`src/rtl/data_loader_buffered.sv`:
```
// Purpose: queue APF bridge writes that hit the address window, then replay each word as 1/2/4-byte chunks.
// Latency: a bridge write accepted in cycle 0 with the block idle and ready asserted gives write_en in cycle 3.
// Backpressure: write_ready low stalls chunk issue; matching writes arriving while the FIFO is full are dropped (sticky flag).
//
// Ports:
//   clk_74a, reset_n                     bridge clock, async active-low reset
//   bridge_wr/addr/wr_data/endian_little bridge write side
//   write_ready                          sink can take a chunk this cycle
//   write_en/addr/data                   registered chunk write, one-cycle strobe
//   busy                                 FIFO non-empty or a word is being emitted
//   fifo_overflow                        sticky: a matching write was dropped
`timescale 1ns/1ps

// Generic FIFO: registered storage, head visible combinationally, no flags beyond empty/full.
// Latency: pushed data is visible at the head on the cycle after the push.
// Backpressure: caller must not push when full or pop when empty.
module data_loader_fifo #(
  parameter int WIDTH = 8,
  parameter int DEPTH = 4
) (
  input  logic             clk,
  input  logic             rst_n,
  input  logic             push,
  input  logic [WIDTH-1:0] push_dat,
  input  logic             pop,
  output logic [WIDTH-1:0] head_dat,
  output logic             empty,
  output logic             full
);
  localparam int PW = $clog2(DEPTH);

  logic [WIDTH-1:0] mem [DEPTH];
  // One extra pointer bit distinguishes full from empty when the indices match.
  logic [PW:0]      wr_ptr;
  logic [PW:0]      rd_ptr;

  always_ff @(posedge clk or negedge rst_n) begin
    if (!rst_n) begin
      wr_ptr <= '0;
      rd_ptr <= '0;
    end else begin
      if (push) wr_ptr <= wr_ptr + {{PW{1'b0}}, 1'b1};
      if (pop)  rd_ptr <= rd_ptr + {{PW{1'b0}}, 1'b1};
    end
  end

  // Storage needs no reset: emptiness is defined purely by the pointers.
  always_ff @(posedge clk) begin
    if (push) mem[wr_ptr[PW-1:0]] <= push_dat;
  end

  assign head_dat = mem[rd_ptr[PW-1:0]];
  assign empty    = (wr_ptr == rd_ptr);
  assign full     = (wr_ptr[PW] != rd_ptr[PW]) && (wr_ptr[PW-1:0] == rd_ptr[PW-1:0]);
endmodule

module data_loader_buffered #(
  parameter logic [3:0] ADDRESS_MASK_UPPER_4 = 4'h1,
  parameter int         ADDRESS_SIZE         = 14,
  parameter int         OUTPUT_WORD_SIZE     = 1,   // 1, 2 or 4 bytes
  parameter int         WRITE_DELAY          = 10,  // 0..255 idle cycles between strobes
  parameter int         FIFO_DEPTH           = 4    // power of 2, >= 2
) (
  input  logic                          clk_74a,
  input  logic                          reset_n,
  input  logic                          bridge_wr,
  input  logic                          bridge_endian_little,
  input  logic [31:0]                   bridge_addr,
  input  logic [31:0]                   bridge_wr_data,
  input  logic                          write_ready,
  output logic                          write_en,
  output logic [ADDRESS_SIZE:0]         write_addr,
  output logic [8*OUTPUT_WORD_SIZE-1:0] write_data,
  output logic                          busy,
  output logic                          fifo_overflow
);
  localparam int AW = ADDRESS_SIZE + 1;
  localparam int DW = 8 * OUTPUT_WORD_SIZE;
  localparam int N  = 4 / OUTPUT_WORD_SIZE;
  localparam int EW = AW + 32;

  localparam logic [1:0] LAST_K   = 2'(N - 1);
  localparam logic [7:0] DELAY_LD = 8'(WRITE_DELAY);

  typedef enum logic {
    IDLE,
    EMIT
  } state_t;

  state_t        state;
  logic [1:0]    k;            // chunk index within the cached word
  logic [7:0]    delay_cnt;
  logic [AW-1:0] base_addr;
  logic [31:0]   cache_word;   // little-endian normalised word being emitted

  logic          match;
  logic [31:0]   norm_data;
  logic          fifo_push;
  logic          fifo_pop;
  logic          fifo_empty;
  logic          fifo_full;
  logic [EW-1:0] fifo_head;
  logic [AW-1:0] head_addr;
  logic [31:0]   head_word;
  logic          issue;
  logic          last_chunk;
  logic [3:0]    chunk_off;
  logic [AW-1:0] chunk_addr;
  logic [31:0]   chunk_shifted;
  logic [DW-1:0] chunk_data;
  logic          unused_bits;

  assign match = bridge_wr && (bridge_addr[31:28] == ADDRESS_MASK_UPPER_4);

  // Big-endian bridge data is byte-reversed so chunk 0 always holds the lowest-address byte(s).
  always_comb begin
    norm_data = bridge_wr_data;
    if (!bridge_endian_little) begin
      norm_data = {bridge_wr_data[7:0], bridge_wr_data[15:8],
                   bridge_wr_data[23:16], bridge_wr_data[31:24]};
    end
  end

  // Full is judged before any same-cycle pop, so a write racing a pop into a full FIFO is still dropped.
  assign fifo_push = match && !fifo_full;

  data_loader_fifo #(
    .WIDTH (EW),
    .DEPTH (FIFO_DEPTH)
  ) u_fifo (
    .clk      (clk_74a),
    .rst_n    (reset_n),
    .push     (fifo_push),
    .push_dat ({bridge_addr[ADDRESS_SIZE:0], norm_data}),
    .pop      (fifo_pop),
    .head_dat (fifo_head),
    .empty    (fifo_empty),
    .full     (fifo_full)
  );

  assign head_addr = fifo_head[EW-1:32];
  assign head_word = fifo_head[31:0];

  assign issue      = (state == EMIT) && (delay_cnt == 8'd0) && write_ready;
  assign last_chunk = (k == LAST_K);

  // Pop on entry from IDLE, or chain straight into the next word when the last chunk issues.
  assign fifo_pop = !fifo_empty && ((state == IDLE) || (issue && last_chunk));

  // Byte offset of chunk k; address arithmetic wraps at the write_addr width.
  assign chunk_off     = 4'(k) * 4'(OUTPUT_WORD_SIZE);
  assign chunk_addr    = base_addr + AW'(chunk_off);
  assign chunk_shifted = cache_word >> {chunk_off, 3'b000};
  assign chunk_data    = chunk_shifted[DW-1:0];

  assign busy = !fifo_empty || (state != IDLE);

  always_ff @(posedge clk_74a or negedge reset_n) begin
    if (!reset_n) begin
      state         <= IDLE;
      k             <= 2'd0;
      delay_cnt     <= 8'd0;
      base_addr     <= '0;
      cache_word    <= 32'd0;
      write_en      <= 1'b0;
      write_addr    <= '0;
      write_data    <= '0;
      fifo_overflow <= 1'b0;
    end else begin
      write_en <= 1'b0;

      if (match && fifo_full) fifo_overflow <= 1'b1;

      if (delay_cnt != 8'd0) delay_cnt <= delay_cnt - 8'd1;

      case (state)
        IDLE: begin
          if (fifo_pop) begin
            base_addr  <= head_addr;
            cache_word <= head_word;
            k          <= 2'd0;
            state      <= EMIT;
          end
        end
        EMIT: begin
          // issue already implies delay_cnt == 0, so this reload never races the decrement.
          if (issue) begin
            write_en   <= 1'b1;
            write_addr <= chunk_addr;
            write_data <= chunk_data;
            delay_cnt  <= DELAY_LD;
            if (!last_chunk) begin
              k <= k + 2'd1;
            end else if (fifo_pop) begin
              base_addr  <= head_addr;
              cache_word <= head_word;
              k          <= 2'd0;
            end else begin
              state <= IDLE;
            end
          end
        end
      endcase
    end
  end

  // Address bits outside the window and chunk bits above the output width are intentionally unused.
  assign unused_bits = ^{bridge_addr, chunk_shifted};
endmodule
```
`config.mk`:
```
export PLATFORM = sky130hd
export DESIGN_NAME = data_loader_buffered
export DESIGN_NICKNAME = d
export VERILOG_FILES = /design/src/rtl/data_loader_buffered.sv
export SDC_FILE = /design/constraint.sdc
export NUM_CORES = 1
export LEC_CHECK = 0
export ABC_AREA = 1
export CAP_MARGIN = 20
export CORE_MARGIN = 10
export CORE_UTILIZATION = 35
export DETAILED_ROUTE_END_ITERATION = 8
export GPL_ROUTABILITY_DRIVEN = 0
export PLACE_DENSITY = 0.62
export SETUP_SLACK_MARGIN = 0.3
export SYNTH_ARGS = -nofsm -noshare
export SYNTH_HDL_FRONTEND = slang
export SYNTH_SLANG_ARGS = --single-unit
```
`constraint.sdc`:
```
create_clock -name clk_74a -period 4.4 [get_ports clk_74a]
set_clock_uncertainty 0.1 [all_clocks]
set_input_delay 1.32 -clock clk_74a [delete_from_list [all_inputs] [get_ports clk_74a]]
set_output_delay 1.32 -clock clk_74a [all_outputs]
set_load 0.03 [all_outputs]
```
Word-level counts from Yosys, hierarchy flattened:

Memories as Yosys holds them, arrays and structs flattened.
Cells that the tools add are included.
W data, S select, Z words.

* memories kept: 1
* bits in read-only memories: 0
* bits in registers: 89
* output and inout bits: 26
* memory bits (writable): 188
* word-level logic and storage cells: 66
* latch bits: 0

* equality and inequality tests: 7
* shift-type cells: 1
* muxes and demuxes: 24
* multipliers: 0
* magnitude comparators: 0
* add/sub/neg operators: 5
* bitwise gates (word level): 1
* div/mod/pow operators: 0
* reduce and logical (&&, ||, !) cells: 16

Memory list
* u_fifo.mem: words 4, bits a word 47, rd ports 1, clocked after Yosys merged registers in 0, wr ports 1, RTL line 32 `logic [WIDTH-1:0] mem [DEPTH];`

Operators with widths (number)
* $mux W32: 4
* $pmux W32 S2: 1
* $mux W15: 3
* $shr A32 B5 Y8: 1
* $pmux W15 S2: 1
* $mux W8: 3
* $add A15 B2 Y15: 1
* $logic_and A1 B1 Y1: 8
* $logic_not A8 Y1: 1
* $reduce_bool A8 Y1: 1
* $sub A8 B1 Y8 const B: 1
* $mux W1: 7
* $add A3 B1 Y3 const B: 2
* $mux W2: 3
* $eq A4 B1 Y1 const B: 1
* $ne A2 B1 Y1 const B: 2
* $pmux W2 S2: 1
* $reduce_and A2 Y1: 2
* $eq A3 B3 Y1: 1
* $add A2 B1 Y2 const B: 1
* $eq A2 B2 Y1: 1
* $eq A2 B2 Y1 const B: 1
* $logic_not A1 Y1: 2
* $logic_or A1 B1 Y1: 2
* other kinds (3): 3

Logic depth before layout (Yosys ltp):

* word-level depth: 10
* mapped depth: 11

Hierarchy:

From an unflattened synthesis, not the netlist that was laid out.

* cells, all modules: 1182
* area, all modules: 12493.2 µm²

By module, submodules not included
* data_loader_fifo: area an instance 8110.3 µm², seq. area each 5795.6 µm², instances 1, cells each 590
* data_loader_buffered: area an instance 4383.0 µm², seq. area each 2077.0 µm², instances 1, cells each 592

Worst setup path after synthesis:

OpenSTA, ideal clock, no wires.

* kind: input -> register
* start: in bridge_addr[29]
* end: mem u_fifo.mem[0][0] in the netlist's numbering (enable)
* path buffers: 0
* data required time: 3.848 ns
* setup time: 0.452 ns
* slack: 0.038 ns
* data arrival time: 3.811 ns
* stages: 7
* cells stage by stage: inv_1 nand2_1 nor3_1 nand2_1 inv_1 nand2_1 nor2_1

* longest elaborated chain between the ends: 5

Ends and longest elaborated chain
* start: declaration: RTL line 68 `input logic [31:0] bridge_addr,`
* $eq A4 B1 Y1: RTL line 113 `assign match = bridge_wr && (bridge_addr[31:28] == ADDRESS_MASK_UPPER_4);`
* $logic_and A1 B1 Y1: RTL line 113
* $logic_and A1 B1 Y1: RTL line 125 `assign fifo_push = match && !fifo_full;`
* $mux W1: RTL line 49 `if (push) mem[wr_ptr[PW-1:0]] <= push_dat;`
* $mux W1 (implied by the code): RTL line 49
* end: declaration: RTL line 32

Every way passes these cells.

Worst setup path after layout:

* start: reg u_fifo.rd_ptr[1]
* end: out busy

* longest elaborated chain between the ends: 3

Ends and longest elaborated chain
* start: declaration: RTL line 35 `logic [PW:0] rd_ptr;`
* start signal: assignment: RTL line 43 `if (pop) rd_ptr <= rd_ptr + {{PW{1'b0}}, 1'b1};`
* $eq A3 B3 Y1: RTL line 53 `assign empty = (wr_ptr == rd_ptr);`
* $logic_not A1 Y1: RTL line 156 `assign busy = !fifo_empty || (state != IDLE);`
* $logic_or A1 B1 Y1: RTL line 156
* end: declaration: RTL line 74 `output logic busy,`

Every way passes these cells.

==> metrics.yaml <==
run_status:
  status: "completed"
clock_tree:
  post-cts-setup-buffers: 0
  postCtsHoldBufs: 0
  cts_resized: 0
  cts_buffers: 29
  cts_tree: "done"
  cts_buffer_depth: 3
  cts_root_buffer: "clkbuf_16"
  path_clk_slew_ps: 60
  clkLatencyLatePin_ps: 540
  htreeDepth: 1
  clock_sinks: 277
synthesis:
  synth_area_leaders: "edfxtp_1 (48%), dfrtp_1 (19%), nand2_1 (7.2%)"
  yosys_register_bits: 277
  synth_nets: 1188
  syn_area_sq_um: 11760
  ys_warn_count: 0
  ys_seq_area_frac: 0.6695
  async_flop_share: 0.3213
  yosysUniqueCellTypes: 34
  syn_avg_cell_area_sq_um: 10.61
  yosysTopAreaCell: "edfxtp_1"
  ys.flop_type: "edfxtp_1"
  syn_inst: 1108
  synth_edf_count: 188
  synth_top_area_share: 0.4801
place:
  hpwl_microns: 16530
  pre_cts_ws_ps: 813.2
  post-place-cells: 1591
  numPortBuffers: 81
grt:
  grt-ovfl-total: 0
  grt_max_degree: 68
  grt_pass1_vias: 7730
  grt_pass1_wl_microns: 42080
  antenna_found_initial: 2
  track_usage: 0.1244
drt:
  route.final.wire_length_microns: 26240
  post_drt_wl_per_cell_microns: 15.96
  avgViaCountPerCell: 4.839
  drtIter0Drc: 441
  vias: 7956
  antenna_left: 0
  firstDrtPassIters: 5
  drc: 0
worst_hold_path:
  hold_path_class: "reg -> reg"
floorplan:
  initial_utilization: 0.3524
  die_area_sq_um: 41330
  die_w_microns: 203.3
  die-height_microns: 203.3
  ios: 95
  core_sq_um: 33360
  rows: 67
setup_path:
  worstSetupEndpointType: "primary output"
  criticalPathCategory: "reg -> out"
  required_ps: 2980
  startpoint_type: "flop"
  cp_max_fo: 18
  cp_data_arrival_time_ps: 1990
final_layout:
  final_core_util: 0.4166
  layout_commonest_cell: "nand2_1"
  area_growth_pct: 18.21
  drive_gt1_frac: 0.06689
  diodes: 0
  fin_nets: 1254
  layout_common_cells: "nand2_1 (227), edfxtp_1 (188), nor2_1 (147), o21ai_0 (131), dfrtp_1 (88)"
  instances_no_fill: 1644
sta:
  timing_hold_violations_final: 0
  setup_viol: 0
  maxSlewViolCount: 0
  rsz0062_at_grt: "no"
  worst_pin_slew_ps: 853.9
  fin_ws_ps: 988.6
  slew_headroom: 0.4299
  finalCriticalPeriod_ps: 3411
  period_share: 0.7753
  max_freq_mhz: 293.1
  tns_ps: 0
power:
  p_leak_nw: 5.472
  power.total_mw: 6.277
  power_density_nw_per_um2: 451.6
  vdd_drop_max_mv: 0.3227
flow_run:
  maxCapViolations: 0
[cell usage after synthesis, types with 5 or more instances]
master,count
a21oi_1,21
buf_1,5
buf_2,20
buf_6,6
clkbuf_1,24
dfrtp_1,89
edfxtp_1,188
ha_1,10
inv_1,59
nand2_1,227
nand3_1,68
nand4_1,7
nor2_1,151
nor3_1,5
o21ai_0,131
o21ai_1,11
o22ai_1,55
[metrics by stage]
| stage | hold WS, ps | area (sq um) |
|---|---|---|
| floorplan | 336.6 | 11760 |
| global placement | 350.5 | 13010 |
| detailed placement | 353.7 | 13010 |
| CTS | 369.8 | 13900 |
| global route | 392.8 | 13900 |
| finish | 366.0 | 13900 |
[final cells by class]
cell class	instances	area, sq um
Tap cell	448	560.5
Clock buffer	36	772.0
Inverter	64	244.0
Clock inverter	17	118.9
Fill cell	3236	19460
Sequential cell	277	7874
Timing Repair Buffer	95	968.4
Multi-Input combinational cell	707	3362
[worst paths after layout]
kind / startpoint / end / slack [ps] / cells past startpoint
setup / recovery: u_fifo.rd_ptr[1] / busy / 990 / 5
max in group asynchronous: reset_n / base_addr[14] / 2730 / 2
hold / removal: cache_word[20] / cache_word[20] / 370 / 2
hold reg to reg: cache_word[20] / cache_word[20] / 370 / 2
setup reg to reg: u_fifo.rd_ptr[0] / cache_word[7] / 1740 / 7
min in group asynchronous: reset_n / write_addr[12] / 730 / 1
[state kept, by name, indices dropped and copies added, names as in the netlist, 2 cells and up]
| name | cells |
|---|---|
| u_fifo.mem | 188 |
| cache_word | 32 |
| base_addr | 15 |
| write_addr | 15 |
| delay_cnt | 8 |
| write_data | 8 |
| u_fifo.rd_ptr | 3 |
| u_fifo.wr_ptr | 3 |
| k | 2 |
[metal layers]
layer,part of all wire,routed length (microns),track usage,vias to the layer above
met4,0.018,467,0.03411,4
met3,0.047,1239,0.02142,37
met1,0.47,12260,0.1667,3813
met5,0.00080,21,0,-
met2,0.47,12260,0.2041,147
li1,-,-,-,3955
[where the power goes]
| part | switching (mW) | leakage, nW | total (mW) | internal, mW |
|---|---|---|---|---|
| registers | 0.135 | 2.90 | 3.07 | 2.93 |
| clock network | 0.966 | 0.443 | 2.27 | 1.30 |
| logic | 0.610 | 2.13 | 0.941 | 0.331 |
| total | 1.71 | 5.47 | 6.28 | 4.57 |
[logic make-up (layout without fill, tap and decap cells)]
group | after synthesis | in the layout | synth area share
flip-flops | 277 | 277 | 0.6695
buffers and inverters | 124 | 212 | 0.04714
AO/OA/AOI/OAI | 221 | 221 | 0.1006
AND/OR/NAND/NOR | 467 | 467 | 0.1639
XOR/XNOR | 8 | 8 | 0.006598
adder cells (fa/ha/maj) | 11 | 11 | 0.01234
[critical path: stages, from the launching register on]
cell and delay, ps:
dfrtp_1 760, inv_1 130, nand2_1 100, nand2_1 110, nand4_1 210, buf_12 150
(Power assumes the default switching activity.)
